`src/rtl/comp_if.sv`:
```
// comp_if: operand/condition bundle and comparator results for the branch comparator.
interface comp_if #(parameter int WIDTH = 32);
  logic [WIDTH-1:0] a;
  logic [WIDTH-1:0] b;
  logic [2:0] op;
  logic compout;
  logic compout_q;
  logic eq;
  logic lt;
  modport master (output a, b, op, input compout, compout_q, eq, lt);
  modport slave (input a, b, op, output compout, compout_q, eq, lt);
endinterface

```
`src/rtl/comp.sv`:
```
// comp: branch-condition comparator with combinational result and a registered copy.
module comp #(
  parameter int WIDTH = 32,
  parameter bit SIGNED = 1'b1
) (
  input logic clock,
  input logic reset,
  comp_if.slave bus
);
  localparam logic [2:0] BEQ = 3'b000;
  localparam logic [2:0] BGE = 3'b001;
  localparam logic [2:0] BLE = 3'b010;
  localparam logic [2:0] BGT = 3'b011;
  localparam logic [2:0] BLT = 3'b100;
  localparam logic [2:0] BNE = 3'b101;
  logic w_eq;
  logic w_lt;
  logic w_res;
  logic r_q;
  assign w_eq = bus.a == bus.b;
  assign w_lt = SIGNED ? ($signed(bus.a) < $signed(bus.b)) : (bus.a < bus.b);
  // reserved and unknown codes fall to the default so nothing latches
  always_comb begin
    w_res = 1'b0;
    case (bus.op)
      BEQ: w_res = w_eq;
      BGE: w_res = ~w_lt;
      BLE: w_res = w_lt | w_eq;
      BGT: w_res = ~w_lt & ~w_eq;
      BLT: w_res = w_lt;
      BNE: w_res = ~w_eq;
      default: w_res = 1'b0;
    endcase
  end
  always_ff @(posedge clock)
    r_q <= reset ? 1'b0 : w_res;
  assign bus.compout = w_res;
  assign bus.compout_q = r_q;
  assign bus.eq = w_eq;
  assign bus.lt = w_lt;
endmodule

```
`src/flat_wrapper.sv`:
```
// flat-port wrapper written by rule: the top's interface ports become plain ports
module comp_flat 
#(
  parameter int WIDTH = 32,
  parameter bit SIGNED = 1'b1
)
  (clock, reset, bus_a, bus_b, bus_op, bus_compout, bus_compout_q, bus_eq, bus_lt);
  comp_if #(.WIDTH(WIDTH)) bus_i ();
  input logic clock;
  input logic reset;
  input wire logic [$bits(bus_i.a)-1:0] bus_a;
  input wire logic [$bits(bus_i.b)-1:0] bus_b;
  input wire logic [$bits(bus_i.op)-1:0] bus_op;
  output wire logic [$bits(bus_i.compout)-1:0] bus_compout;
  output wire logic [$bits(bus_i.compout_q)-1:0] bus_compout_q;
  output wire logic [$bits(bus_i.eq)-1:0] bus_eq;
  output wire logic [$bits(bus_i.lt)-1:0] bus_lt;
  assign bus_i.a = bus_a;
  assign bus_i.b = bus_b;
  assign bus_i.op = bus_op;
  assign bus_compout = bus_i.compout;
  assign bus_compout_q = bus_i.compout_q;
  assign bus_eq = bus_i.eq;
  assign bus_lt = bus_i.lt;
  comp #(.WIDTH(WIDTH), .SIGNED(SIGNED)) u_core (.clock(clock), .reset(reset), .bus(bus_i));
endmodule
```
`config.mk`:
```
export PLATFORM = sky130hd
export DESIGN_NAME = comp_flat
export DESIGN_NICKNAME = d
export VERILOG_FILES = /design/src/rtl/comp_if.sv /design/src/rtl/comp.sv /design/src/flat_wrapper.sv
export SDC_FILE = /design/constraint.sdc
export NUM_CORES = 1
export LEC_CHECK = 0
export ABC_AREA = 1
export BUFFER_PORTS_ARGS = -buffer_cell sky130_fd_sc_hd__buf_4
export CORE_MARGIN = 3
export CORE_UTILIZATION = 30
export DETAILED_ROUTE_END_ITERATION = 10
export GPL_TIMING_DRIVEN = 0
export SETUP_SLACK_MARGIN = 0.02
export SYNTH_ARGS = -nofsm -noshare
export SYNTH_HDL_FRONTEND = slang
export SYNTH_SLANG_ARGS = --single-unit
```
`constraint.sdc`:
```
create_clock -name clock -period 2.55 [get_ports clock]
set_input_delay 0.1275 -clock clock [delete_from_list [all_inputs] [get_ports clock]]
set_output_delay 0.1275 -clock clock [all_outputs]
set_load 0.03 [all_outputs]
```
After elaboration in Yosys (flattened, before gate mapping)
Cells that the tools add are included.
{ "word_totals": {"elab_cells": 14, "ff_bits": 1, "input_bits": 69} }
{ "op_classes": {"n_lt_le_gt_ge": 1, "n_mux": 1, "n_eq_ne": 6, "reduce_logical": 1, "bitwise": 4} }
{ "op_table": {"columns": ["op", "n"], "rows": [
  ["equality test 32 bit", 1],
  ["less-than comparator 32 bit", 1],
  ["equality test 3 x 2 -> 1 bit, second input constant", 2],
  ["equality test 3 bit, second input constant", 2],
  ["one-hot mux 1 bit (6 select lines)", 1],
  ["equality test 3 x 1 -> 1 bit, second input constant", 1],
  ["zero test 3 bit", 1],
  ["inverter 1 bit", 2],
  ["AND 1 bit", 1],
  ["OR 1 bit", 1]
]} }

Logic depth before layout (Yosys ltp)
Gate-level depths: netlist of run 1.
{ "logic_depth": {"depth_word": 4, "ltp_mapped": 19, "mapped_depth_nobuf": 19} }

Worst setup path before layout of run 1
OpenSTA, ideal clock, no wires.
{ "synth_path": {"kind": "input port to output port", "startpoint": "input bus_b[31]", "endpoint": "output bus_compout", "required_ns": 2.423, "setup_slack_ns": 0.731, "arrival_time_ns": 1.691, "cell_stages": 13, "cell_sequence": "inv_1 ha_1 nand2_2 nor2_2 nand2_2 inv_1 and3_1 nand2_1 o21ai_0 inv_1 nand3_2 nor2_2 inv_1"} }
{ "synth_between": {"elab_chain_cells": 4, "elab_cells_between_ends": 7, "cone_classes": "1 x order compare; 1 x eq/ne; 1 x mux; 4 x bitwise"} }
{ "synth_rtl": {"columns": ["element", "line", "text"], "rows": [
  ["start: declaration", "flat_wrapper.sv:12", "input wire logic [$bits(bus_i.b)-1:0] bus_b;"],
  ["equality test 32 bit *", "comp.sv:20", "assign w_eq = bus.a == bus.b;"],
  ["net bus_eq", "flat_wrapper.sv:16", "output wire logic [$bits(bus_i.eq)-1:0] bus_eq;"],
  ["inverter 1 bit", "comp.sv:29, comp.sv:31", null],
  ["AND 1 bit", "comp.sv:29", "BGT: w_res = ~w_lt & ~w_eq;"],
  ["one-hot mux 1 bit (6 select lines) *", "comp.sv:25", "case (bus.op)"],
  ["end: declaration", "flat_wrapper.sv:14", "output wire logic [$bits(bus_i.compout)-1:0] bus_compout;"]
]} }
Mark *: on every way through the listed nets, which the timed path passes. The rest lies on a longest branch.

Worst setup path in the final report of run 1
{ "layout_path": {"startpoint": "input bus_b[31]", "endpoint": "output bus_compout"} }
{ "layout_between": {"elab_chain_cells": 4, "elab_cells_between_ends": 7, "cone_classes": "1 x order compare; 1 x eq/ne; 1 x mux; 4 x bitwise"} }
{ "layout_rtl": {"columns": ["element", "line"], "rows": [
  ["less-than comparator 32 bit or equality test 32 bit (tied branches)", "comp.sv:21, comp.sv:20"],
  ["inverter 1 bit, on equally long branches", "comp.sv:27, comp.sv:29, comp.sv:31"],
  ["AND 1 bit", "comp.sv:29"],
  ["one-hot mux 1 bit (6 select lines) *", "comp.sv:25"]
]} }
Every way passes the cells marked *; elsewhere a longest branch is shown, timed or not.

==> results, run 1 <==
- The flow ran to the end, and the final reports show no timing, DRC or antenna violations.
- In the global route stage, overall resource usage came out at 0.1064.
- Setup repair after global routing left no endpoint under its margin.
- The post-route worst hold slack is 285.1 ps.
- The clock-pin slew on the worst setup and hold paths is 0 ps.
- The worst supply voltage drop on vdd is roughly 0.067 mV.
- Once layout is complete, the cells apart from fillers number 285.
- In the routed layout, each cell is associated on average with a via count of between 4 and 5.
- The total non-filler cell area in the finished layout is approximately 0.0017 mm^2.
- The top cell types in the final layout, fill and taps aside, are sky130_fd_sc_hd__buf_4, sky130_fd_sc_hd__inv_1, sky130_fd_sc_hd__nand2_1.
- The number of antenna repair diodes is 0.
- The count of buffers added on input and output ports is between 70 and 80.
- The initial antenna violation count is 0.
- In the final layout, the share of cells above drive strength 1 is 0.3651.
- From bottom edge to top edge, the die measures about 65 um.
- The first-pass iteration count of the detailed router is 4.
- Setup violations remaining at the end of the flow were counted as 0.
- The via count of the first global-routing pass came to between 1,000 and 1,500.
- Post-CTS repair changed the size of 0 cells.
- The leakage power is around 1.0 nW.
- Based on the critical path, the design can be clocked at up to 502.1 MHz.
- The flip-flop count of the largest register after layout is 1.
- The final setup TNS is 0 ps.
- The net count of the mapped netlist is 270.
- The number of design rule violations left after detail routing is 0.
- The mean post-synth cell area is roughly 6.3 um^2.
- The area of the core is about 0.0032 mm^2.
- In this run the cell area measured after placement is ~0.0017 mm^2.
- At the pin with the least slew margin, the transition time is roughly 220 ps.
- The mux share of post-synthesis cell area is 0.
- The Yosys step of the flow raised 0 warnings.
- The die covers about 0.0043 mm^2.
- The aggregate routed wire length is between 2 and 2.5 mm.
- The final estimated routing congestion in global placement is 0.7615.
- The final layout contains between 300 and 400 nets.
- The worst setup path is launched from a primary input.
- The highest net fanout along the worst path is 5.
- The post-layout worst setup margin is ~560 ps.
- In this run the count of I/O pins placed on the die edge is 73.
- The max capacitance violation total is 0.
- By area, the combinational part of the netlist is dominated by adder cells.
- STA classifies the critical path endpoint as an output port.
- The initial utilization of the core area, before any placement, comes to 0.3305.
- The met2 usage in global routing is 0.1871.
- The total power per unit cell area is 164.3 mW/mm^2.
- The worst path arrival time is roughly 1900 ps.
- Of the total synthesized cell area, the portion taken by XOR and XNOR cells is 0.
- The design draws around 0.27 mW.
- The floorplan die width is between 60 and 70 um.
- The post-route core utilization is 0.5164.
- The area growth from synthesis to layout is 56.27%.
- Measured against its own limit, the worst slew margin works out to 0.8523.
- The overflow left after global routing is 0.
- The final hold violation count is 0.
- The adder and majority cell fraction of the synthesized area is 0.3783.
- The most common library cell in the layout ignoring fill and taps is sky130_fd_sc_hd__buf_4.
- After detailed routing, the average wire length per cell comes to 8.291 um.
- The site row count is 20.
- The first routing iteration left 37 violations.
- For this block, the via count after detailed routing is 1,189.
- The post-CTS setup-driven buffer insertion count is 0.
- The share of synthesized cell area in and, or, nand and nor gates is 0.3416.
- The number of slew-limit violations in the final report came to 0.
- The sequential fraction of the synthesis area is 0.01891.
- The post-route antenna net violation count is 0.
- The first global-routing pass estimated 3.939 mm of wire.
- The busiest metal layer after global routing is met2.
- Before CTS, the worst setup slack after placement is approximately 530 ps.
- Entering global routing, the biggest net connects 7 pins.
- The critical setup path kind is primary input to output port.
- The worst path in the final design needs a cycle of roughly 2000 ps, including I/O delays and setup.
- The gate count of the mapped netlist is 169.
- After detailed placement, the design holds a cell count of roughly 290.
- For the worst setup path, the data required time is around 2400 ps.
- The netlist uses 21 different library cells.
- The area fraction in compound gates after synthesis came to 0.09220.
- Hold repair after CTS inserted 0 buffers.
- The met1 routing resource usage after global routing is 0.1506.
- The wire-length estimate of the detail-placed layout is around 2.3 mm.
- The worst min-delay path category is primary input to flip-flop.
- The met3 usage in global routing is 0.006838.
- Dividing the final minimum period by the clock period gives 0.7810.
- The flip-flop and latch count after synthesis is 1.
- In this run the cell area of the synthesized design comes to 0.001059 mm^2.
[logic make-up (layout without fill, tap and decap cells)]
family	Yosys count	after routing
compound gates	19	19
simple gates	73	73
flops	1	1
buf+inv	44	116
fa+ha+maj	32	32
[path summary, 6_finish.rpt]
kind / start / endpoint / cells past startpoint
min: reset / u_core.bus.compout_q$_SDFF_PP0_ / 2
max: bus_b[31] / bus_compout / 16
[worst max-delay path: stages]
cell	delay [ps]
sky130_fd_sc_hd__buf_4	70
sky130_fd_sc_hd__inv_1	30
sky130_fd_sc_hd__ha_1	360
sky130_fd_sc_hd__nand2_2	110
sky130_fd_sc_hd__nor2_2	50
sky130_fd_sc_hd__nand2_2	80
sky130_fd_sc_hd__inv_1	60
sky130_fd_sc_hd__nand2_1	60
sky130_fd_sc_hd__nand2_1	60
sky130_fd_sc_hd__nor2_2	210
sky130_fd_sc_hd__nand3_2	140
sky130_fd_sc_hd__nand3_1	120
sky130_fd_sc_hd__nand3_2	70
sky130_fd_sc_hd__nor2_2	120
sky130_fd_sc_hd__inv_1	40
sky130_fd_sc_hd__buf_4	160
[final cells by class]
| class | count | area (um^2) |
|---|---|---|
| fillers | 358 | 1549 |
| multi-input cells | 124 | 859.6 |
| repair buffers | 72 | 540.5 |
| inverters | 44 | 178.9 |
| well taps | 44 | 55.05 |
| flip-flops and latches | 1 | 20.02 |
[cells in the mapped netlist]
cell,count,area (um^2)
sky130_fd_sc_hd__inv_2,3,11.26
sky130_fd_sc_hd__nor3_2,1,10.01
sky130_fd_sc_hd__bufinv_8,1,17.52
sky130_fd_sc_hd__a21o_1,1,7.510
sky130_fd_sc_hd__nor3b_1,2,15.01
sky130_fd_sc_hd__nand2_4,2,22.52
sky130_fd_sc_hd__inv_1,40,150.1
sky130_fd_sc_hd__nand2_1,35,131.4
sky130_fd_sc_hd__o21ai_1,1,5.000
sky130_fd_sc_hd__dfxtp_1,1,20.02
sky130_fd_sc_hd__and3_1,1,6.260
sky130_fd_sc_hd__nand3_2,3,30.03
sky130_fd_sc_hd__ha_1,32,400.4
sky130_fd_sc_hd__nor2_1,10,37.54
sky130_fd_sc_hd__nor3_1,4,20.02
sky130_fd_sc_hd__o21ai_0,4,20.02
sky130_fd_sc_hd__nor2_2,3,18.77
sky130_fd_sc_hd__a21oi_1,13,65.06
sky130_fd_sc_hd__nand3_1,4,20.02
sky130_fd_sc_hd__nand4_1,5,31.28
sky130_fd_sc_hd__nand2_2,3,18.77
[where the power goes]
| group | switching [mW] | total [mW] | leakage (nW) | internal, mW |
|---|---|---|---|---|
| logic | 0.114 | 0.254 | 1.03 | 0.140 |
| registers | 0.000354 | 0.0178 | 0.00826 | 0.0175 |
| clock network | 0 | 0 | 0 | 0 |
| total | 0.114 | 0.272 | 1.04 | 0.157 |
[per-layer routing]
layer / wire, um / part of all wire
met1: 1109 / 0.47
met2: 1072 / 0.45
met3: 181 / 0.077
met4: 0 / 0
met5: 0 / 0
No activity file was read; power rests on OpenSTA's default activity.
==> inputs of run 2 (changes only) <==
--- a/config.mk
+++ b/config.mk
@@ -5,7 +5,7 @@
 export SDC_FILE = /design/constraint.sdc
 export NUM_CORES = 1
 export LEC_CHECK = 0
-export ABC_AREA = 1
+export ABC_AREA = 0
 export BUFFER_PORTS_ARGS = -buffer_cell sky130_fd_sc_hd__buf_4
 export CORE_MARGIN = 3
 export CORE_UTILIZATION = 30
==> constraint.sdc (replaced) <==
create_clock -name clock -period 1.95 [get_ports clock]
set_input_delay 0.0975 -clock clock [delete_from_list [all_inputs] [get_ports clock]]
set_output_delay 0.0975 -clock clock [all_outputs]
set_load 0.03 [all_outputs]
==> run 2 against run 1 <==
The run now ends with negative setup slack left. Sequential share of layout area is 0.053 points lower. Flip-flop and latch count unchanged. Sequential power rose by 29%. Area after synthesis shrank 10%. Routed wire length rose by 13%. Worst setup slack worse by 590 ps. Cell count fell by 14%. Via count decreased by 6.1%. Global-route usage rose by 2.3 points. Final area up 4.5%. Largest power group unchanged. Highest routed layer unchanged.
==> results, run 2 <==
- Counting instances in the post-synthesis netlist gives the leading cell types as sky130_fd_sc_hd__inv_1, sky130_fd_sc_hd__ha_1, sky130_fd_sc_hd__a21oi_1.
- Entering global routing, the biggest net connects 5 pins.
- The fraction of final layout cells sized beyond drive strength 1 is 0.4778.
- The number of distinct standard cells referenced by the synthesized netlist is 30.
- Once routing completed, OpenROAD measured the worst setup slack at -33.11 ps.
- Counting tap cells, the placed design contains a total of around 240 instances.
- The sequential cell area is between 20 and 25 um^2.
- The number of design rule violations left after detail routing is 0.
- The final worst-path cycle share is 1.017.
- The flip-flop cell with the highest count after synthesis is sky130_fd_sc_hd__dfxtp_1.
- The startpoint of the most critical hold path is reset.
- The sequential fraction of the synthesis area is 0.02102.
- At the end of the flow, the number of nets in the layout was 306.
- When the netlist entered floorplanning its net count stood at about 230.
- Power spread over the standard cell area amounts to about 220 mW/mm^2.
- The checks that failed: negative setup slack.
- The number of cells on the worst hold path is 2.
- Timing analysis after detailed placement gives a worst setup slack of -214.3 ps.
- The critical setup path kind is primary input to output port.
- The first-pass iteration count of the detailed router is 3.
- A synthesized cell averages roughly 7.4 um^2.
- The tool flagged a number of max-cap violations equal to 0.
- During I/O placement, the number of pins put on the boundary was between 70 and 80.
- Summing over every cut layer, the via total after detailed routing is 1,116.
- The number of warnings reported in the yosys synthesis log is 0.
- The worst supply voltage drop on vdd is about 0.12 mV.
- The flip-flop count of the largest register after layout is 1.
- Row generation in the floorplan step produced 19 rows.
- Port buffering added 72 buffers.
- The post-route core utilization is 0.6011.
- The count of nets left with antenna violations once routing finished came out at 0.
- Measured along the y axis, the die boundary spans about 62 um.
- STA classifies the critical path endpoint as an output port.
- The signal on the critical path passes through buf_4 > inv_1 > ha_1 > nand4_1 > nor4b_4 > o41a_1 > o21ai_4 > a2111o_1 > nand3_2 > buf_6.
- In the final layout, the multi-input gates occupy slightly above 900 um^2.
- In this run the worst path has a maximum fanout of 3.
- The flow ran to the end, but the final reports show violations.
- The library cells used most frequently in the layout, excluding fill and tap cells, are sky130_fd_sc_hd__buf_4, sky130_fd_sc_hd__inv_1, sky130_fd_sc_hd__ha_1.
- The congestion estimate from routability-driven global placement came to 0.7279.
- The most frequent cell after synthesis is sky130_fd_sc_hd__inv_1.
- Of the total power, the clock network draws 0.
- The cell taking the most area after synthesis is sky130_fd_sc_hd__ha_1.
- Counting flops with an async set or reset pin after synthesis yields a share of 0.
- Once layout is complete, the cells apart from fillers number 245.
- The master of the slowest instance on the critical path is sky130_fd_sc_hd__nor4b_4.
- Clock-pin slew was measured on the worst setup and hold paths at 0 ps.
- The peak clock frequency supported by timing is slightly above 500 MHz.
- The delay contributed by the slowest stage of the critical path is around 330 ps.
- The core region is around 0.0029 mm^2.
- The relative slew slack is 0.8414.
- The power consumption is 0.3763 mW.
- Of the total power, the share spent switching nets is 0.4033.
- At the pin with the least slew margin, the transition time is roughly 240 ps.
- Detailed placement ended at an HPWL of ~2.4 mm.
- The most common library cell in the layout ignoring fill and taps is sky130_fd_sc_hd__buf_4.
- The initial antenna violation count came to 0.
- The minimum period implied by the final worst setup slack is between 1500 and 2000 ps.
- The via count of the first global-routing pass is roughly 1,100.
- For the worst setup path, the data required time is 1850 ps.
- By area the synthesized netlist is led by sky130_fd_sc_hd__ha_1, sky130_fd_sc_hd__inv_1, sky130_fd_sc_hd__a21oi_1.
- 0 antenna diodes ended up in the layout.
- The first global-routing pass estimated 4.464 mm of wire.
- Of the total power, registers draw 0.061.
- For this design the total switching power over the nets is 0.1518 mW.
- The final hold violation count was 0.
- STA puts the critical path data arrival time at between 1500 and 2000 ps.
- The die covers just under 0.004 mm^2.
- The die is 62.34 um wide.
- The average via count per standard cell is between 4 and 5.
- The gate count of the mapped netlist is between 100 and 150.
- The initial utilization of the core area, before any placement, comes to 0.3310.
- The worst min-delay path category is primary input to flip-flop.
- From synthesis to final layout, the design area changed by 81.60%.
- The worst hold path terminates at u_core.bus.compout_q$_SDFF_PP0_.
- Setup repair after global routing could not meet its margin everywhere.
- The worst setup path is launched from a primary input.
- The layout has approximately 270 filler cells.
- In this run the cell area of the synthesized design comes to ~950 um^2.
- Setup violations remaining at the end of the flow were counted as 1.
- The number of synthesized flops with an enable pin is 0.
- The share of total power dissipated in combinational logic is 0.939.
- The area fraction of the dominant cell type after synthesis is 0.4205.
- The number of slew-limit violations in the final report is 0.
- For this run the aggregate overflow at the end of global routing stands at 0.
- After routing the design area is 0.001729 mm^2.
- The placed instance area is approximately 0.0016 mm^2.
- The average routed wire per standard cell is around 11 um.
- The leakage power is between 0.9 and 1 nW.
- The aggregate routed wire length is 2.681 mm.
- The internal power of the cells totals 0.2245 mW.
- The number of DRC violations after detailed-routing iteration 0 is 16.
- In this run, synthesis produced a sequential element count of 1.
- The global-route total usage across every layer is 0.1297.
==> run 2: cell types whose count changed after synthesis, moves of 3 or more <==
cell	before	now
sky130_fd_sc_hd__nor2b_1	0	3
sky130_fd_sc_hd__inv_2	3	0
sky130_fd_sc_hd__nand2_2	3	0
sky130_fd_sc_hd__nand2_1	35	8
sky130_fd_sc_hd__nor2_2	3	0
sky130_fd_sc_hd__nand3_2	3	0
sky130_fd_sc_hd__inv_1	40	34
sky130_fd_sc_hd__nor2_1	10	3
==> run 2: logic make-up (layout without fill, tap and decap cells) <==
logic type / Yosys count / in the layout / share of synthesized area
buf+inv: 34 / 109 / 0.1340
fa+ha+maj: 32 / 32 / 0.4205
compound gates: 32 / 32 / 0.2195
simple gates: 29 / 29 / 0.2050
flops: 1 / 1 / 0.02103
==> run 2: metal layers <==
layer  track usage  up-vias  wire (um)
met2        0.2608       38       1359
met3       0.01802        0        178
met1        0.1521      482       1142
li1              -      596          -
met4             0        0          0
met5             0        -          0
==> run 2: final cells by class <==
type / instances / share of cell area
inverter: 34 / 0.07670
multi-input combinational: 93 / 0.5405
tap: 42 / 0.03039
timing repair buffer: 75 / 0.3408
sequential: 1 / 0.01158
==> run 2: through the flow <==
stage	hold WS (ps)	TNS (ps)
2_1_floorplan	166.9	0
5_1_grt	269.8	-223.6
3_5_place_dp	260.8	-340.7
3_3_place_gp	253.3	-239.9
4_1_cts	260.8	-54.22
6_report	258.4	-33.11
==> run 2: timing repair <==
item	CTS	global route
setup buffers	1	2
pin swaps	3	5
hold buffers	0	0
gates resized for setup	15	11
hold endpoints to repair	0	0
endpoints found under the setup margin	2	2
==> run 2: power groups by stage <==
| stage | registers, mW | clock network [mW] | logic (mW) |
|---|---|---|---|
| detailed placement | 0.0230 | 0 | 0.305 |
| floorplan | 0.0264 | 0 | 0.155 |
| global placement | 0.0230 | 0 | 0.296 |
| finish | 0.0229 | 0 | 0.353 |
| CTS | 0.0230 | 0 | 0.338 |
| global route | 0.0232 | 0 | 0.392 |
==> run 2: how the worst max path moves through the flow <==
stage | start | end | slack [ps] | cells past startpoint
final | bus_b[27] | bus_compout | -30 | 10
after floorplan | bus_b[11] | bus_compout | 20 | 9
after global routing | bus_b[31] | bus_compout | -150 | 10
after CTS | bus_b[9] | bus_compout | -50 | 11
after global placement | bus_a[14] | bus_compout | -170 | 10
after detailed placement | bus_b[14] | bus_compout | -210 | 11
==> run 2: worst max-delay path: cells and delay by family <==
family                   cells  cell delay (ps)
AO/OA/AOI/OAI                3              620
adder cells (fa/ha/maj)      1              300
buffers and inverters        3              240
AND/OR/NAND/NOR              3              620
